[src/rtl/blink_pkg.sv]
// Shared types and defaults for the LED blinker write path.
package blink_pkg;

    localparam int unsigned CHAR_W              = 8;
    localparam int unsigned FIFO_DEPTH_DEFAULT  = 256;
    localparam int unsigned CHAR_CYCLES_DEFAULT = 100000000;

    typedef enum logic [0:0] {
        ARB_IDLE,
        ARB_GRANT
    } arb_state_t;

endpackage

[src/rtl/blink_write_arbiter_rr_pick.sv]
// Round-robin priority select: first asserted request after index `last`, wrapping.
module rr_pick #(
    parameter int unsigned N   = 2,
    parameter int unsigned IDW = (N > 1) ? $clog2(N) : 1
) (
    input  logic [N-1:0]   req,
    input  logic [IDW-1:0] last,
    output logic [IDW-1:0] winner,
    output logic           any
);

    // Scan from farthest to nearest so the nearest asserted request overwrites the rest.
    always_comb begin
        winner = '0;
        any    = |req;
        for (int k = int'(N); k >= 1; k--) begin
            for (int j = 0; j < int'(N); j++) begin
                if (req[j] && (j == ((int'(last) + k) % int'(N)))) begin
                    winner = IDW'(j);
                end
            end
        end
    end

endmodule

[src/rtl/blink_write_arbiter.sv]
// Per-message arbiter for the blinker byte port with drain-rate flow control.
// Optional macro GRANT_TIMEOUT_EN adds a forced release of an idle grant and timeout_flag.
module blink_write_arbiter
    import blink_pkg::*;
#(
    parameter int unsigned NUM_REQ     = 2,
    parameter int unsigned CHAR_CYCLES = CHAR_CYCLES_DEFAULT,
    parameter int unsigned FIFO_DEPTH  = FIFO_DEPTH_DEFAULT
`ifdef GRANT_TIMEOUT_EN
    ,
    parameter int unsigned TIMEOUT_CYCLES = 1024
`endif
) (
    input  logic                          clk,
    input  logic                          reset,
    input  logic [NUM_REQ-1:0]            req_valid,
    input  logic [NUM_REQ*CHAR_W-1:0]     req_data,
    input  logic [NUM_REQ-1:0]            req_last,
    output logic [NUM_REQ-1:0]            req_ready,
    output logic [CHAR_W-1:0]             blk_data,
    output logic                          blk_enable,
    output logic [$clog2(NUM_REQ)-1:0]    grant_id,
    output logic                          busy,
    output logic [$clog2(FIFO_DEPTH):0]   occupancy
`ifdef GRANT_TIMEOUT_EN
    ,
    output logic                          timeout_flag
`endif
);

    localparam int unsigned IDW    = $clog2(NUM_REQ);
    localparam int unsigned OCC_W  = $clog2(FIFO_DEPTH) + 1;
    localparam int unsigned TICK_W = (CHAR_CYCLES > 1) ? $clog2(CHAR_CYCLES) : 1;
    localparam logic [OCC_W-1:0]  OCC_FULL  = OCC_W'(FIFO_DEPTH - 1);
    localparam logic [TICK_W-1:0] TICK_LAST = TICK_W'(CHAR_CYCLES - 1);

    arb_state_t         state, state_next;
    logic [IDW-1:0]     last_grant;
    logic [TICK_W-1:0]  tick;
    logic [IDW-1:0]     pick_id;
    logic               pick_any;
    logic               drain, dec, can_accept;
    logic               grant_valid, grant_last, hs, release_grant, expire;
    logic [CHAR_W-1:0]  grant_byte;

    rr_pick #(
        .N   (NUM_REQ),
        .IDW (IDW)
    ) u_pick (
        .req    (req_valid),
        .last   (last_grant),
        .winner (pick_id),
        .any    (pick_any)
    );

    assign drain       = (tick == TICK_LAST);
    assign dec         = drain && (occupancy != '0);
    assign can_accept  = (occupancy < OCC_FULL);
    assign grant_valid = req_valid[grant_id];
    assign grant_last  = req_last[grant_id];
    assign grant_byte  = req_data[CHAR_W*grant_id +: CHAR_W];

`ifdef GRANT_TIMEOUT_EN
    localparam int unsigned TO_W = (TIMEOUT_CYCLES > 1) ? $clog2(TIMEOUT_CYCLES) : 1;
    logic [TO_W-1:0] to_cnt;

    assign expire = (state == ARB_GRANT) && !grant_valid && (to_cnt == TO_W'(TIMEOUT_CYCLES - 1));

    // Idle-valid counter; cleared by any byte or any exit from GRANT.
    always_ff @(posedge clk) begin
        if (reset) begin
            to_cnt       <= '0;
            timeout_flag <= 1'b0;
        end else begin
            if (state != ARB_GRANT || hs || expire) begin
                to_cnt <= '0;
            end else if (!grant_valid) begin
                to_cnt <= to_cnt + TO_W'(1);
            end
            if (expire) begin
                timeout_flag <= 1'b1;
            end
        end
    end
`else
    assign expire = 1'b0;
`endif

    assign release_grant = (hs && grant_last) || expire;

    always_ff @(posedge clk) begin
        if (reset) begin
            state <= ARB_IDLE;
        end else begin
            state <= state_next;
        end
    end

    // Ready is only ever offered to the locked requester, and only with room downstream.
    always_comb begin
        state_next = state;
        req_ready  = '0;
        hs         = 1'b0;
        case (state)
            ARB_IDLE: begin
                if (pick_any && can_accept) begin
                    state_next = ARB_GRANT;
                end
            end
            ARB_GRANT: begin
                req_ready[grant_id] = can_accept;
                hs                  = grant_valid && can_accept;
                if (release_grant) begin
                    state_next = ARB_IDLE;
                end
            end
            default: state_next = ARB_IDLE;
        endcase
    end

    always_ff @(posedge clk) begin
        if (reset) begin
            tick       <= '0;
            blk_data   <= '0;
            blk_enable <= 1'b0;
            grant_id   <= '0;
            last_grant <= IDW'(NUM_REQ - 1);
            busy       <= 1'b0;
            occupancy  <= '0;
        end else begin
            tick       <= drain ? '0 : tick + TICK_W'(1);
            blk_enable <= hs;
            busy       <= (state_next == ARB_GRANT);
            if (hs) begin
                blk_data <= grant_byte;
            end
            if (state == ARB_IDLE && state_next == ARB_GRANT) begin
                grant_id <= pick_id;
            end
            if (release_grant) begin
                last_grant <= grant_id;
            end
            // Mirror of the blinker queue: accept and drain in one cycle cancel out.
            if (hs && !dec) begin
                occupancy <= occupancy + OCC_W'(1);
            end else if (!hs && dec) begin
                occupancy <= occupancy - OCC_W'(1);
            end
        end
    end

endmodule

[config.mk]
export PLATFORM = sky130hd
export DESIGN_NAME = blink_write_arbiter
export DESIGN_NICKNAME = d
export VERILOG_FILES = /design/src/rtl/blink_pkg.sv /design/src/rtl/blink_write_arbiter_rr_pick.sv /design/src/rtl/blink_write_arbiter.sv
export SDC_FILE = /design/constraint.sdc
export NUM_CORES = 1
export LEC_CHECK = 0
export CORE_ASPECT_RATIO = 0.7
export CORE_UTILIZATION = 55
export CTS_CLUSTER_SIZE = 40
export DETAILED_ROUTE_END_ITERATION = 10
export GPL_TIMING_DRIVEN = 0
export PLACE_DENSITY_LB_ADDON = 0.3
export SYNTH_ARGS = -nofsm -noshare
export SYNTH_HDL_FRONTEND = slang
export SYNTH_SLANG_ARGS = --single-unit
[constraint.sdc]
create_clock -name clk -period 4.73 [get_ports clk]
set_input_delay 0.473 -clock clk [delete_from_list [all_inputs] [get_ports clk]]
set_output_delay 0.473 -clock clk [all_outputs]
set_load 0.02 [all_outputs]
# Yosys cells after proc, flatten, opt, wreduce, memory -nomap -nowiden
# Index checks and enable logic that the tools add are counted.
[classes]
n_reduce_logical = 18
n_addsub = 5
n_shift = 1
bitwise_logic = 4
muxes = 16
n_lt_le_gt_ge = 3
n_eq_ne = 3
[op_table]
columns = ["op", "n"]
rows = [
  ["32-bit zero test", 1],
  ["27-bit by 1-bit adder with 27-bit output, second input constant", 1],
  ["27-bit equality test, second input constant", 1],
  ["9-bit 2-to-1 mux", 2],
  ["16-bit by 5-bit variable part select with 8-bit output", 1],
  ["1-bit logical AND", 11],
  ["1-bit 2-to-1 mux", 11],
  ["9-bit by 1-bit adder with 9-bit output, second input constant", 1],
  ["9-bit by 8-bit less-than comparator with 1-bit output, second input constant", 1],
  ["9-bit nonzero test", 1],
  ["9-bit by 1-bit subtractor with 9-bit output, second input constant", 1],
  ["2-bit equality test, first input constant", 2],
  ["2-bit OR reduction", 2],
  ["1-bit adder, second input constant", 2],
  ["1-bit bitwise AND, first input constant", 2],
  ["2-bit bitwise AND", 1],
  ["1-bit zero test", 2],
  ["1-bit by 2-bit less-than comparator with 1-bit output, second input constant", 1],
  ["2-bit 2-to-1 mux", 1],
  ["1-bit case mux with 2 select lines", 1],
  ["2-bit nonzero test", 1],
  ["1-bit demux with 1-bit select", 1],
  ["1-bit >= comparator, second input constant", 1],
  ["1-bit inverter", 1],
]
[totals]
wordCells = 57
input_bits = 22
regBits = 48
out_inout_bits = 22

# Depth between registers and ports, before layout
# Gate-level depths: netlist of run 1.
[logic_depth]
depth_word = 8
ltp_mapped = 12
mapped_depth_nobuf = 12

# Modules after synthesis
# A second synthesis of run 1 with hierarchy kept.
[hier_totals]
cells_unflattened = 296
hier_area_um2 = 2585.0
[by_module_without_submodules]
columns = ["mod", "area_each_um2", "n_inst", "cells_per_inst"]
rows = [
  ["blink_write_arbiter", 2571.2, 1, 294],
  ["rr_pick", 13.8, 1, 2],
]

# Worst setup path after synthesis of run 1
# OpenSTA, ideal clock, no wires.
[synth_path]
path_kind = "reg-to-reg"
startpoint = "register tick[0]"
endpoint = "register occupancy[6]"
slack_ns = 1.482
stages_incl_launch_ff = 13
n_path_buf = 0
period_less_slack_ns = 3.248
arrival_time_ns = 3.156
required_time_ns = 4.638
path_cell_list = "dfxtp_1 ha_1 nand3_2 or3_2 nor4_1 o41ai_1 ha_1 inv_1 ha_1 nor2b_1 o31ai_1 a21boi_0 o32ai_1"
[synth_between]
elab_chain_len = 5
word_cells_on_any_way = 7
classes_between = "eq/ne (1); mux (1); reduce/logical (5)"
[synth_lines]
columns = ["item", "line_no", "rtl"]
rows = [
  ["start: declaration", "blink_write_arbiter.sv:39", "logic [TICK_W-1:0] tick;"],
  ["start signal: assignment", "blink_write_arbiter.sv:131", "tick <= drain ? '0 : tick + TICK_W'(1);"],
  ["27-bit equality test *", "blink_write_arbiter.sv:56", "assign drain = (tick == TICK_LAST);"],
  ["1-bit logical AND *", "blink_write_arbiter.sv:57", "assign dec = drain && (occupancy != '0);"],
  ["1-bit zero test", "blink_write_arbiter.sv:144", "if (hs && !dec) begin"],
  ["1-bit logical AND", "blink_write_arbiter.sv:144", ""],
  ["9-bit 2-to-1 mux / 2-bit nonzero test (equally long branches)", "--", ""],
  ["end signal: assignment", "blink_write_arbiter.sv:145", "occupancy <= occupancy + OCC_W'(1);"],
  ["end signal: assignment", "blink_write_arbiter.sv:147", "occupancy <= occupancy - OCC_W'(1);"],
  ["end: declaration", "blink_write_arbiter.sv:24", "output logic [$clog2(FIFO_DEPTH):0] occupancy"],
]
# Mark *: on every way between the ends. The rest lies on a longest branch, timed or not.
# A chain may end at the register's enable or synchronous reset.

# Final worst setup path of run 1
# Ends and elaborated chain as after synthesis.

==> summary.md, run 1 <==
| Metric | Value |
|---|---|
| Core Util, Final | `0.725` |
| Status | `finished, violations left` |
| Syn_nets | `342` |
| Main synth FF type | `dfxtp_1` |
| Syn Area/Cell | `8.51 um^2` |
| Crit start category | `flop` |
| Clock insertion delay at the later pin of the skew report | `0.31 ns` |
| Clock-pin transition on the worst setup and hold timing paths | `0.09 ns` |
| I/O pin count | `44` |
| Routability cong. | `0.866` |
| Maxcap violations | `0` |
| PortBufs | `43` |
| Tcrit/Tclk final | `0.833` |
| Setup-failing EPs final | `0` |
| Hold Crit Depth | `1` |
| Clock power share | `0.237` |
| Max stage delay on crit path | `0.53 ns` |
| Die W | `84.8 um` |
| Synth-to-layout area growth | `23.2%` |
| CTS H-tree lvls | `2` |
| Reg-to-Reg End | `occupancy[6]` |
| Relative slew margins | `0.512` |
| Cells after Synth | `310` |
| Layout cell share with drive strength beyond 1 | `0.0748` |
| Setup slack after placement | `0.665 ns` |
| Req. time, crit path | `4.95 ns` |
| Arr. time, crit path | `4.16 ns` |
| Syn Std Cell Area | `2640 um^2` |
| RSZ-0062 raised after global routing | `no` |
| Reg2reg setup slack | `0.79 ns` |
| Logic pwr share | `0.385` |
| Drt drc | `3` |
| Post-DP HPWL | `4580 um` |
| GR Overflow Total | `0` |
| Pwr Total | `1.29 mW` |
| Sequential power share | `0.378` |
| R2R Path Start | `tick[0]` |
| WHS Endpoint | `tick[0]` |
| Post-synth EDFFs | `0` |
| DIE HEIGHT | `59.9 um` |
| Root Buffer | `clkbuf_8` |
| Vias | `2564` |
| Synth async-reset ratio | `0` |
| Vias per cell | `6.16` |
| Clock buffer depth | `2` |
| Critical path's slowest cell | `or3_2` |
| Switching power | `0.460 mW` |
| Setup ws final | `0.792 ns` |
| Critical path's most frequent cell | `ha_1` |
| TritonCTS clock tree | `built` |
| Clock Sinks | `48` |
| R2R depth | `12` |
| Largest net degree at the start of global routing | `16` |
| Final Max Slew Viols | `0` |
| Drt pass-1 iters | `8` |
| P_int | `0.827 mW` |
| Worst Hold Class | `flop to flop` |
| Worst-margin pin slew | `0.714 ns` |
| Worst setup EP type | `flop` |
| CORE AREA | `4480 um^2` |
| Post-synth cell types | `56` |
| DRT antenna net count | `0` |
| Violated checks | `design-rule violations` |
| Vias in the first global route | `2315` |
| Worst vdd ir | `229 uV` |
| Starting Density | `0.589` |
| Post-cts resize count | `0` |
| Endpoints failing hold | `0` |
| Sw Share | `0.358` |
| Hold Startpoint | `tick[0]` |
| Total CTS buffers | `5` |
| Detailed Route WL | `6390 um` |
| Register area share after synthesis | `0.364` |
| FP Rows | `20` |
| Worst clock skew | `0.0103 ns` |
| Crit path kind | `flop to flop` |
| FF+latch count, synth | `48` |
| Worst Path Max Fanout | `9` |
| Die Area | `5080 um^2` |
| Final min period | `3.94 ns` |
| Initial DRC count | `176` |
| Hold Buf Count CTS | `0` |
| Ys Warns | `0` |
| Tot GR Track Use | `0.266` |
| Drt wl/cell | `15.4 um` |
| Diode count | `0` |
| Cell chain of the critical path | `ha_1, nand3_2, or3_2, nor4_1, o41ai_1, ha_1, inv_1, ha_1, nor2b_1, o31ai_1, a21boi_0, o32ai_1` |
| Pwr dens | `396 nW/um^2` |
| Fmax | `254 MHz` |
| Initial antenna violation count | `0` |
| # nets final | `392` |
| Lkg Pwr | `1.10 nW` |
| Post-CTS setup buffers | `0` |
| First-pass GRT wire length | `10500 um` |
| Setup_tns | `0 ns` |
how the worst max path moves through the flow:
| stage | start | end | slack, ns | cells past startpoint |
|---|---|---|---|---|
| finish | tick[0] | occupancy[6] | 0.79 | 12 |
| global route | tick[0] | occupancy[6] | 0.48 | 12 |
| CTS | tick[0] | occupancy[6] | 0.87 | 12 |
| detailed placement | req_valid[1] | occupancy[6] | 0.66 | 11 |
| global placement | req_valid[1] | occupancy[6] | 0.75 | 11 |
| floorplan | tick[0] | occupancy[6] | 1.48 | 12 |
per-stage QoR:
step,hold WS [ns],instance area (um^2),instances
after floorplan,0.430,2640,310
after global placement,0.442,3140,408
after detailed placement,0.475,3140,408
after CTS,0.495,3250,416
after global routing,0.511,3250,416
final,0.484,3250,416
synthesized netlist by cell type (3+ instances only):
master | count | share of area
and4_1 | 5 | 0.017
xnor2_1 | 8 | 0.027
nand3_1 | 15 | 0.028
nor4_1 | 7 | 0.017
buf_2 | 4 | 0.0076
xor2_1 | 3 | 0.010
dfxtp_1 | 48 | 0.36
o31ai_1 | 6 | 0.017
nor3_1 | 11 | 0.021
or3_1 | 8 | 0.019
buf_1 | 3 | 0.0043
o21a_1 | 4 | 0.011
inv_1 | 12 | 0.017
nor2_1 | 32 | 0.046
clkbuf_1 | 6 | 0.0085
a21oi_1 | 21 | 0.040
o21ai_0 | 12 | 0.023
ha_1 | 9 | 0.043
mux2i_1 | 10 | 0.038
nand4_1 | 5 | 0.012
or4_1 | 7 | 0.020
a211oi_1 | 9 | 0.026
nand2_1 | 18 | 0.026
cell usage in the layout (no fill, tap or decap), types with 9 or more instances in the layout:
cell,instances
nand2_1,18
nor2_1,32
clkdlybuf4s50_1,43
nand3_1,15
a21oi_1,21
a211oi_1,9
dfxtp_1,48
mux2i_1,10
nor3_1,11
ha_1,9
o21ai_0,12
inv_1,12
cell families (layout without fill, tap and decap cells):
| logic type | after synthesis | in the layout | synth area share |
|---|---|---|---|
| xor+xnor | 11 | 11 | 0.0365 |
| mux | 11 | 11 | 0.0422 |
| flops | 48 | 48 | 0.364 |
| buf+inv | 28 | 79 | 0.0474 |
| compound gates | 75 | 75 | 0.193 |
| fa+ha+maj | 10 | 10 | 0.0503 |
| simple gates | 127 | 127 | 0.266 |
critical path: cells and delay by family, from the launching register on:
family                     cells  cell delay (ns)
buffers and inverters          1             0.26
DFF                            1             0.38
AOI/OAI and AO/OA              4             1.16
adders and majority gates      3             0.84
and+or+nand+nor                4             1.22
routing by layer:
layer | vias to the layer above | GRT usage | routed length, um
met5 | - | 0 | 0
met2 | 77 | 0.438 | 2980
met3 | 6 | 0.0704 | 328
li1 | 1262 | - | -
met1 | 1219 | 0.349 | 3040
met4 | 0 | 0.0751 | 38
layout make-up:
class | count | area, um^2
multi-input combinational | 234 | 1550
fill | 342 | 1230
sequential | 48 | 961
timing repair buffer | 43 | 430
buffer | 15 | 76.3
clock buffer | 5 | 68.8
tap | 55 | 68.8
inverter | 13 | 48.8
clock inverter | 3 | 42.5
sequential cells by signal, summed over array words and instances, names as in the netlist:
name,flops
blk_data,8
busy,1
occupancy,9
grant_id,1
last_grant,1
blk_enable,1
tick,27
power groups by stage:
stage / Combinational (mW) / Sequential [mW] / Clock [mW]
2_1_floorplan: 0.289 / 0.527 / 0
3_3_place_gp: 0.472 / 0.491 / 0
3_5_place_dp: 0.485 / 0.493 / 0
4_1_cts: 0.489 / 0.485 / 0.308
5_1_grt: 0.541 / 0.492 / 0.324
6_report: 0.495 / 0.487 / 0.305
Note: power is estimated with default switching activity, not from simulation.
==> inputs of run 2 (changes only) <==
--- a/config.mk
+++ b/config.mk
@@ -6,7 +6,7 @@
 export NUM_CORES = 1
 export LEC_CHECK = 0
 export CORE_ASPECT_RATIO = 0.7
-export CORE_UTILIZATION = 55
+export CORE_UTILIZATION = 53
 export CTS_CLUSTER_SIZE = 40
 export DETAILED_ROUTE_END_ITERATION = 10
 export GPL_TIMING_DRIVEN = 0
==> constraint.sdc (replaced) <==
create_clock -name clk -period 3.9 [get_ports clk]
set_input_delay 0.39 -clock clk [delete_from_list [all_inputs] [get_ports clk]]
set_output_delay 0.39 -clock clk [all_outputs]
set_load 0.02 [all_outputs]
==> run 2 against run 1 <==
  * The run now ends clean
  * Clock power grew 3%
  * Clock skew shrank 0.0031 ns
  * Wire length shrank 3.8%
  * Worst setup slack worse by 0.53 ns
  * Sequential power rose by 21%
  * Power grew 19%
  * Cell count grew 3.4%
  * Utilization down 4.2 points
  * Count of clock-buffer cells in the layout increased by 2
  * Die area is 3.7% higher
  * Largest cell class unchanged
  * Highest routed layer unchanged
==> summary.md, run 2 (synthesis gave the netlist of run 1 again) <==
| Metric | Value |
|---|---|
| Most common cell after layout, fill and taps aside | `dfxtp_1` |
| Worst setup EP type | `flop` |
| Sequential power share | `0.386 (+0.008)` |
| Maxcap violations | `0 (unchanged)` |
| Final min period | `3.64 ns (-0.303 ns)` |
| CTS H-tree lvls | `2 (unchanged)` |
| Status | `finished, final reports clean` |
| Relative slew margins | `0.474 (-0.0377)` |
| Vias per cell | `5.85 (-5.0%)` |
| DRT antenna net count | `0 (unchanged)` |
| Req. time, crit path | `4.13 ns (-0.82 ns)` |
| Drt drc | `0 (-3)` |
| Crit start category | `flop` |
| PortBufs | `43 (unchanged)` |
| GR Overflow Total | `0 (unchanged)` |
| Tot GR Track Use | `0.232 (-0.0338)` |
| Worst vdd ir | `265 uV (+15%)` |
| Pwr Total | `1.52 mW (+19%)` |
| Worst-margin pin slew | `0.769 ns (+0.0551 ns)` |
| Worst Path Buf+Inv | `1 (unchanged)` |
| Diode count | `0 (unchanged)` |
| First-pass GRT wire length | `9590 um (-8.8%)` |
| Starting Density | `0.552 (-0.0373)` |
| Top Registers | `tick: 27 flops, occupancy: 9 flops, blk_data: 8 flops` |
| Reg with most FFs | `tick` |
| Final Max Slew Viols | `0 (unchanged)` |
| R2R Path Start | `tick[0]` |
| Pwr dens | `467 nW/um^2 (+18%)` |
| CORE AREA | `4780 um^2 (+6.8%)` |
| Number of flip-flops in the largest register | `27 (unchanged)` |
| Reg-to-Reg End | `occupancy[3]` |
| Logic pwr share | `0.409 (+0.024)` |
| DIE HEIGHT | `61.0 um (+1.8%)` |
| WHS Endpoint | `tick[0]` |
| Clock power share | `0.205 (-0.032)` |
| Total CTS buffers | `5 (unchanged)` |
| Crit path kind | `flop to flop` |
| Hold Startpoint | `tick[0]` |
| Max stage delay on crit path | `0.52 ns (about the same)` |
| Endpoints failing hold | `0 (unchanged)` |
| Core Util, Final | `0.683 (-0.0420)` |
| Total length of routed met2 wires | `2750 um (-7.7%)` |
| Die Area | `5270 um^2 (+3.7%)` |
| Clock-pin transition on the worst setup and hold timing paths | `0.09 ns (about the same)` |
| Reg2reg setup slack | `0.26 ns (-0.53 ns)` |
| Hold Crit Depth | `1 (unchanged)` |
| Worst Path Max Fanout | `9 (unchanged)` |
| Worst Hold Class | `flop to flop` |
| Cell chain of the critical path | `ha_1, nand3_2, or3_2, nor4_1, o41ai_1, ha_1, inv_1, ha_1, a211o_1, and2_1, or3_1, a21oi_1` |
| Commonest non-fill, non-tap cells in the layout | `48 x dfxtp_1, 43 x clkdlybuf4s50_1, 32 x nor2_1, 21 x a21oi_1, 18 x nand2_1` |
| Vias in the first global route | `2060 (-11%)` |
| Drt pass-1 iters | `4 (-4)` |
| Drt wl/cell | `14.3 um (-7.0%)` |
| Wire length on met3 | `249 um (-24%)` |
| FP Rows | `21 (+5.0%)` |
| # nets final | `392 (unchanged)` |
| P_int | `0.966 mW (+17%)` |
| Initial antenna violation count | `0 (unchanged)` |
| Hold Buf Count CTS | `0 (unchanged)` |
| Lkg Pwr | `1.09 nW (-0.73%)` |
| Detailed Route WL | `6140 um (-3.8%)` |
| Setup-failing EPs final | `0 (unchanged)` |
| Vias | `2517 (-1.8%)` |
| Tcrit/Tclk final | `0.932 (+0.0996)` |
| Critical path's slowest cell | `or3_2` |
| Post-DP HPWL | `4420 um (-3.6%)` |
| Root Buffer | `clkbuf_8` |
| Sw Share | `0.367 (+0.00916)` |
| Worst clock skew | `0.00713 ns (-0.00314 ns)` |
| Largest net degree at the start of global routing | `15 (-1)` |
| Delay-heaviest family, CP | `simple AND/OR/NAND/NOR gates` |
| Synth-to-layout area growth | `23.9%` |
| Fill cell count | `399 (+17%)` |
| Switching power | `0.559 mW (+22%)` |
| Clock Sinks | `48 (unchanged)` |
| Initial DRC count | `96 (-45%)` |
| Arr. time, crit path | `3.86 ns (-0.30 ns)` |
| R2R depth | `12 (unchanged)` |
| Layout cell share with drive strength beyond 1 | `0.0776 (+0.00277)` |
| Routability cong. | `0.833 (-3.7%)` |
| Clock buffer depth | `2 (unchanged)` |
| Die W | `86.3 um (+1.8%)` |
| RSZ-0062 raised after global routing | `no` |
| Uppermost routed layer | `met4` |
| I/O pin count | `44 (unchanged)` |
| Clock insertion delay at the later pin of the skew report | `0.30 ns (about the same)` |
| TritonCTS clock tree | `built` |
| Fmax | `275 MHz (+8.3%)` |
| M1 WL | `3090 um (+1.7%)` |
| Critical path's most frequent cell | `ha_1` |
==> run 2: cell type report <==
| type | count | area [um^2] | area share |
|---|---|---|---|
| clock inverter | 1 | 7.51 | 0.00230 |
| buffer | 15 | 76.3 | 0.0234 |
| multi-input combinational | 234 | 1570 | 0.481 |
| inverter | 13 | 48.8 | 0.0149 |
| timing repair buffer | 43 | 430 | 0.132 |
| tap | 69 | 86.3 | 0.0264 |
| clock buffer | 7 | 86.3 | 0.0264 |
| sequential | 48 | 961 | 0.294 |
==> run 2: per-stage QoR <==
stage | hold slack [ns] | setup WS (ns) | TNS, ns | area, um^2 | instances
5_1_grt | 0.505 | 0.00344 | 0 | 3270 | 430
3_5_place_dp | 0.457 | -0.0953 | -0.125 | 3150 | 422
2_1_floorplan | 0.430 | 0.652 | 0 | 2640 | 310
3_3_place_gp | 0.446 | 0.0425 | 0 | 3150 | 422
6_report | 0.477 | 0.264 | 0 | 3270 | 430
4_1_cts | 0.478 | 0.0377 | 0 | 3250 | 430
==> run 2: worst register-to-register path, delay by kind of cell (launching register included) <==
family          cells  cell delay, ns
flops               1            0.38
compound gates      3            0.60
simple gates        5            1.53
fa+ha+maj           3            0.80
buf+inv             1            0.24
==> run 2: how the worst max path moves through the flow <==
stage	from	endpoint	slack, ns	cells past startpoint
floorplan	tick[0]	occupancy[6]	0.65	12
global placement	req_valid[1]	occupancy[6]	0.04	11
detailed placement	req_valid[1]	occupancy[6]	-0.1	11
CTS	tick[0]	occupancy[6]	0.04	12
global route	tick[0]	occupancy[6]	0.003	12
finish	tick[0]	occupancy[3]	0.26	12
==> run 2: power groups by stage <==
stage                     clock [mW]  sequential, mW  combinational [mW]
after floorplan                    0           0.639               0.351
after global placement             0           0.596               0.573
after detailed placement           0           0.598               0.589
after CTS                      0.317           0.587               0.592
after global routing           0.343           0.595               0.684
final                          0.313           0.589               0.623
==> run 2: what timing repair did <==
action	in CTS	in global routing
endpoints found under the setup margin	0	2
gates resized for setup	0	3
setup buffers	0	0
==> run 2: per-layer routing <==
metal / global-route usage / vias up
li1: - / 1262
met1: 0.340 / 1185
met2: 0.363 / 64
met3: 0.0402 / 6
met4: 0.0500 / 0
met5: 0 / -
==> inputs of run 3 (changes only) <==
--- a/config.mk
+++ b/config.mk
@@ -10,6 +10,7 @@
 export CTS_CLUSTER_SIZE = 40
 export DETAILED_ROUTE_END_ITERATION = 10
 export GPL_TIMING_DRIVEN = 0
+export MAX_ROUTING_LAYER = met4
 export PLACE_DENSITY_LB_ADDON = 0.3
 export SYNTH_ARGS = -nofsm -noshare
 export SYNTH_HDL_FRONTEND = slang
==> run 3 against run 2 <==
  * Fmax barely moved
  * Sequential power barely moved
  * Wire length fell by 0.44%
  * Count of clock-buffer cells in the layout did not move
  * Sequential share of layout area did not move
  * Worst hold slack barely moved
  * Via count fell by 0.16%
  * Power fell by 0.10%
  * Non-clock buffer count did not move
  * Die area did not move
  * Cell count did not move
==> summary.md, run 3 (synthesis gave the netlist of run 1 again) <==
| Metric | Value |
|---|---|
| Lkg Pwr | `1.09 nW (unchanged)` |
| Relative slew margins | `0.474 (about the same)` |
| First-pass GRT wire length | `9580 um (about the same)` |
| Worst vdd ir | `265 uV (+0.13%)` |
| Detailed Route WL | `6120 um (-0.44%)` |
| PortBufs | `43 (unchanged)` |
| Post-cts resize count | `0 (unchanged)` |
| Crit start category | `flop` |
| Root Buffer | `clkbuf_8` |
| Req. time, crit path | `4.13 ns (about the same)` |
| Vias in the first global route | `2063 (+0.15%)` |
| Commonest non-fill, non-tap cells in the layout | `48 x dfxtp_1, 43 x clkdlybuf4s50_1, 32 x nor2_1, 21 x a21oi_1, 18 x nand2_1` |
| Tcrit/Tclk final | `0.932 (about the same)` |
| Clock buffer depth | `2 (unchanged)` |
| DRT antenna net count | `0 (unchanged)` |
| Worst Path Max Fanout | `9 (unchanged)` |
| Most common cell after layout, fill and taps aside | `dfxtp_1` |
| DIE HEIGHT | `61.0 um (unchanged)` |
| GR Overflow Total | `0 (unchanged)` |
| Drt wl/cell | `14.2 um (-0.44%)` |
| Hold Startpoint | `tick[0]` |
| Cell Count Post-Placement | `422 (unchanged)` |
| Drt drc | `0 (unchanged)` |
| Largest net degree at the start of global routing | `15 (unchanged)` |
| Fill cell count | `399 (unchanged)` |
| Clock Sinks | `48 (unchanged)` |
| Post-DP HPWL | `4420 um (unchanged)` |
| Setup-failing EPs final | `0 (unchanged)` |
| Status | `finished, final reports clean` |
| Initial DRC count | `104 (+8.3%)` |
| Clock insertion delay at the later pin of the skew report | `0.30 ns (about the same)` |
| TritonCTS clock tree | `built` |
| Final min period | `3.63 ns (-0.000879 ns)` |
| Initial antenna violation count | `0 (unchanged)` |
| Pwr dens | `466 nW/um^2 (-0.10%)` |
| Final Max Slew Viols | `0 (unchanged)` |
| Tot GR Track Use | `0.240 (+0.00786)` |
| Drt pass-1 iters | `4 (unchanged)` |
| CP Launch Point | `tick[0]` |
| Post-CTS setup buffers | `0 (unchanged)` |
| Fmax | `275 MHz (about the same)` |
| Starting Density | `0.552 (unchanged)` |
| Core Util, Final | `0.683 (unchanged)` |
| Layout Cells excl Fill | `430 (unchanged)` |
| Clock-pin transition on the worst setup and hold timing paths | `0.09 ns (about the same)` |
| Maxcap violations | `0 (unchanged)` |
| Die W | `86.3 um (unchanged)` |
| RSZ-0062 raised after global routing | `no` |
| Worst clock skew | `0.00745 ns (+0.000320 ns)` |
| Setup_tns | `0 ns (unchanged)` |
| Final Hold Slack | `0.477 ns (-0.0000880 ns)` |
| Vias per cell | `5.84 (-0.16%)` |
| Hold Buf Count CTS | `0 (unchanged)` |
| Crit path kind | `flop to flop` |
| Number of flip-flops in the largest register | `27 (unchanged)` |
| Layout cell share with drive strength beyond 1 | `0.0776 (unchanged)` |
| CTS H-tree lvls | `2 (unchanged)` |
| I/O pin count | `44 (unchanged)` |
| Die Area | `5270 um^2 (unchanged)` |
| Worst setup EP type | `flop` |
| Top Registers | `tick: 27 flops, occupancy: 9 flops, blk_data: 8 flops` |
| Routability cong. | `0.846 (+1.5%)` |
| Vias | `2513 (-0.16%)` |
| # nets final | `392 (unchanged)` |
| Endpoints failing hold | `0 (unchanged)` |
| Total CTS buffers | `5 (unchanged)` |
| Worst Hold Class | `flop to flop` |
| Arr. time, crit path | `3.86 ns (about the same)` |
| Diode count | `0 (unchanged)` |
| R2R Path Start | `tick[0]` |
| Synth-to-layout area growth | `23.9% (unchanged)` |
| Reg with most FFs | `tick` |
| Worst-margin pin slew | `0.769 ns (-0.000193 ns)` |
| CORE AREA | `4780 um^2 (unchanged)` |
| FP Rows | `21 (unchanged)` |
-- run 3: per-layer routing --
layer  vias to the layer above  global-route usage  part of all wire  wire length [um]
met4                         0              0.0500            0.0064                39
met3                         6              0.0402             0.037               229
met5                         -                   -                 0                 0
li1                       1265                   -                 -                 -
met2                        47               0.363              0.45              2780
met1                      1195               0.340              0.50              3060
-- run 3: where the power goes --
group / internal [mW] / switching (mW) / total, mW / leakage, nW
combinational: 0.283 / 0.340 / 0.622 / 0.653
sequential: 0.538 / 0.0493 / 0.588 / 0.390
clock: 0.144 / 0.169 / 0.313 / 0.0445
-- run 3: area by class of cell --
cell class,count,area (um^2),share of cell area
Clock buffer,7,86.3,0.0264
Tap cell,69,86.3,0.0264
Buffer,15,76.3,0.0234
Timing Repair Buffer,43,430,0.132
Clock inverter,1,7.51,0.00230
Inverter,13,48.8,0.0149
Sequential cell,48,961,0.294
Multi-Input combinational cell,234,1570,0.481
-- run 3: through the flow --
stage               instance area [um^2]  worst slack (ns)  total power [mW]
floorplan                           2640             0.652             0.990
global placement                    3150            0.0425              1.17
finish                              3270             0.265              1.52
CTS                                 3250            0.0377              1.50
detailed placement                  3150           -0.0953              1.19
global route                        3270           0.00344              1.62
-- run 3: path summary, 6_finish.rpt --
check | slack [ns] | to | cells past startpoint
setup / recovery | 0.27 | occupancy[3] | 12
hold / removal | 0.48 | tick[0] | 1
setup reg to reg | 0.27 | occupancy[3] | 12
hold reg to reg | 0.48 | tick[0] | 1
-- run 3: critical path, cell delays in order (launching register included) --
cell	delay, ns
dfxtp_1	0.38
ha_1	0.22
nand3_2	0.16
or3_2	0.52
nor4_1	0.34
o41ai_1	0.16
ha_1	0.28
inv_1	0.25
ha_1	0.30
a211o_1	0.31
and2_1	0.17
or3_1	0.34
a21oi_1	0.13
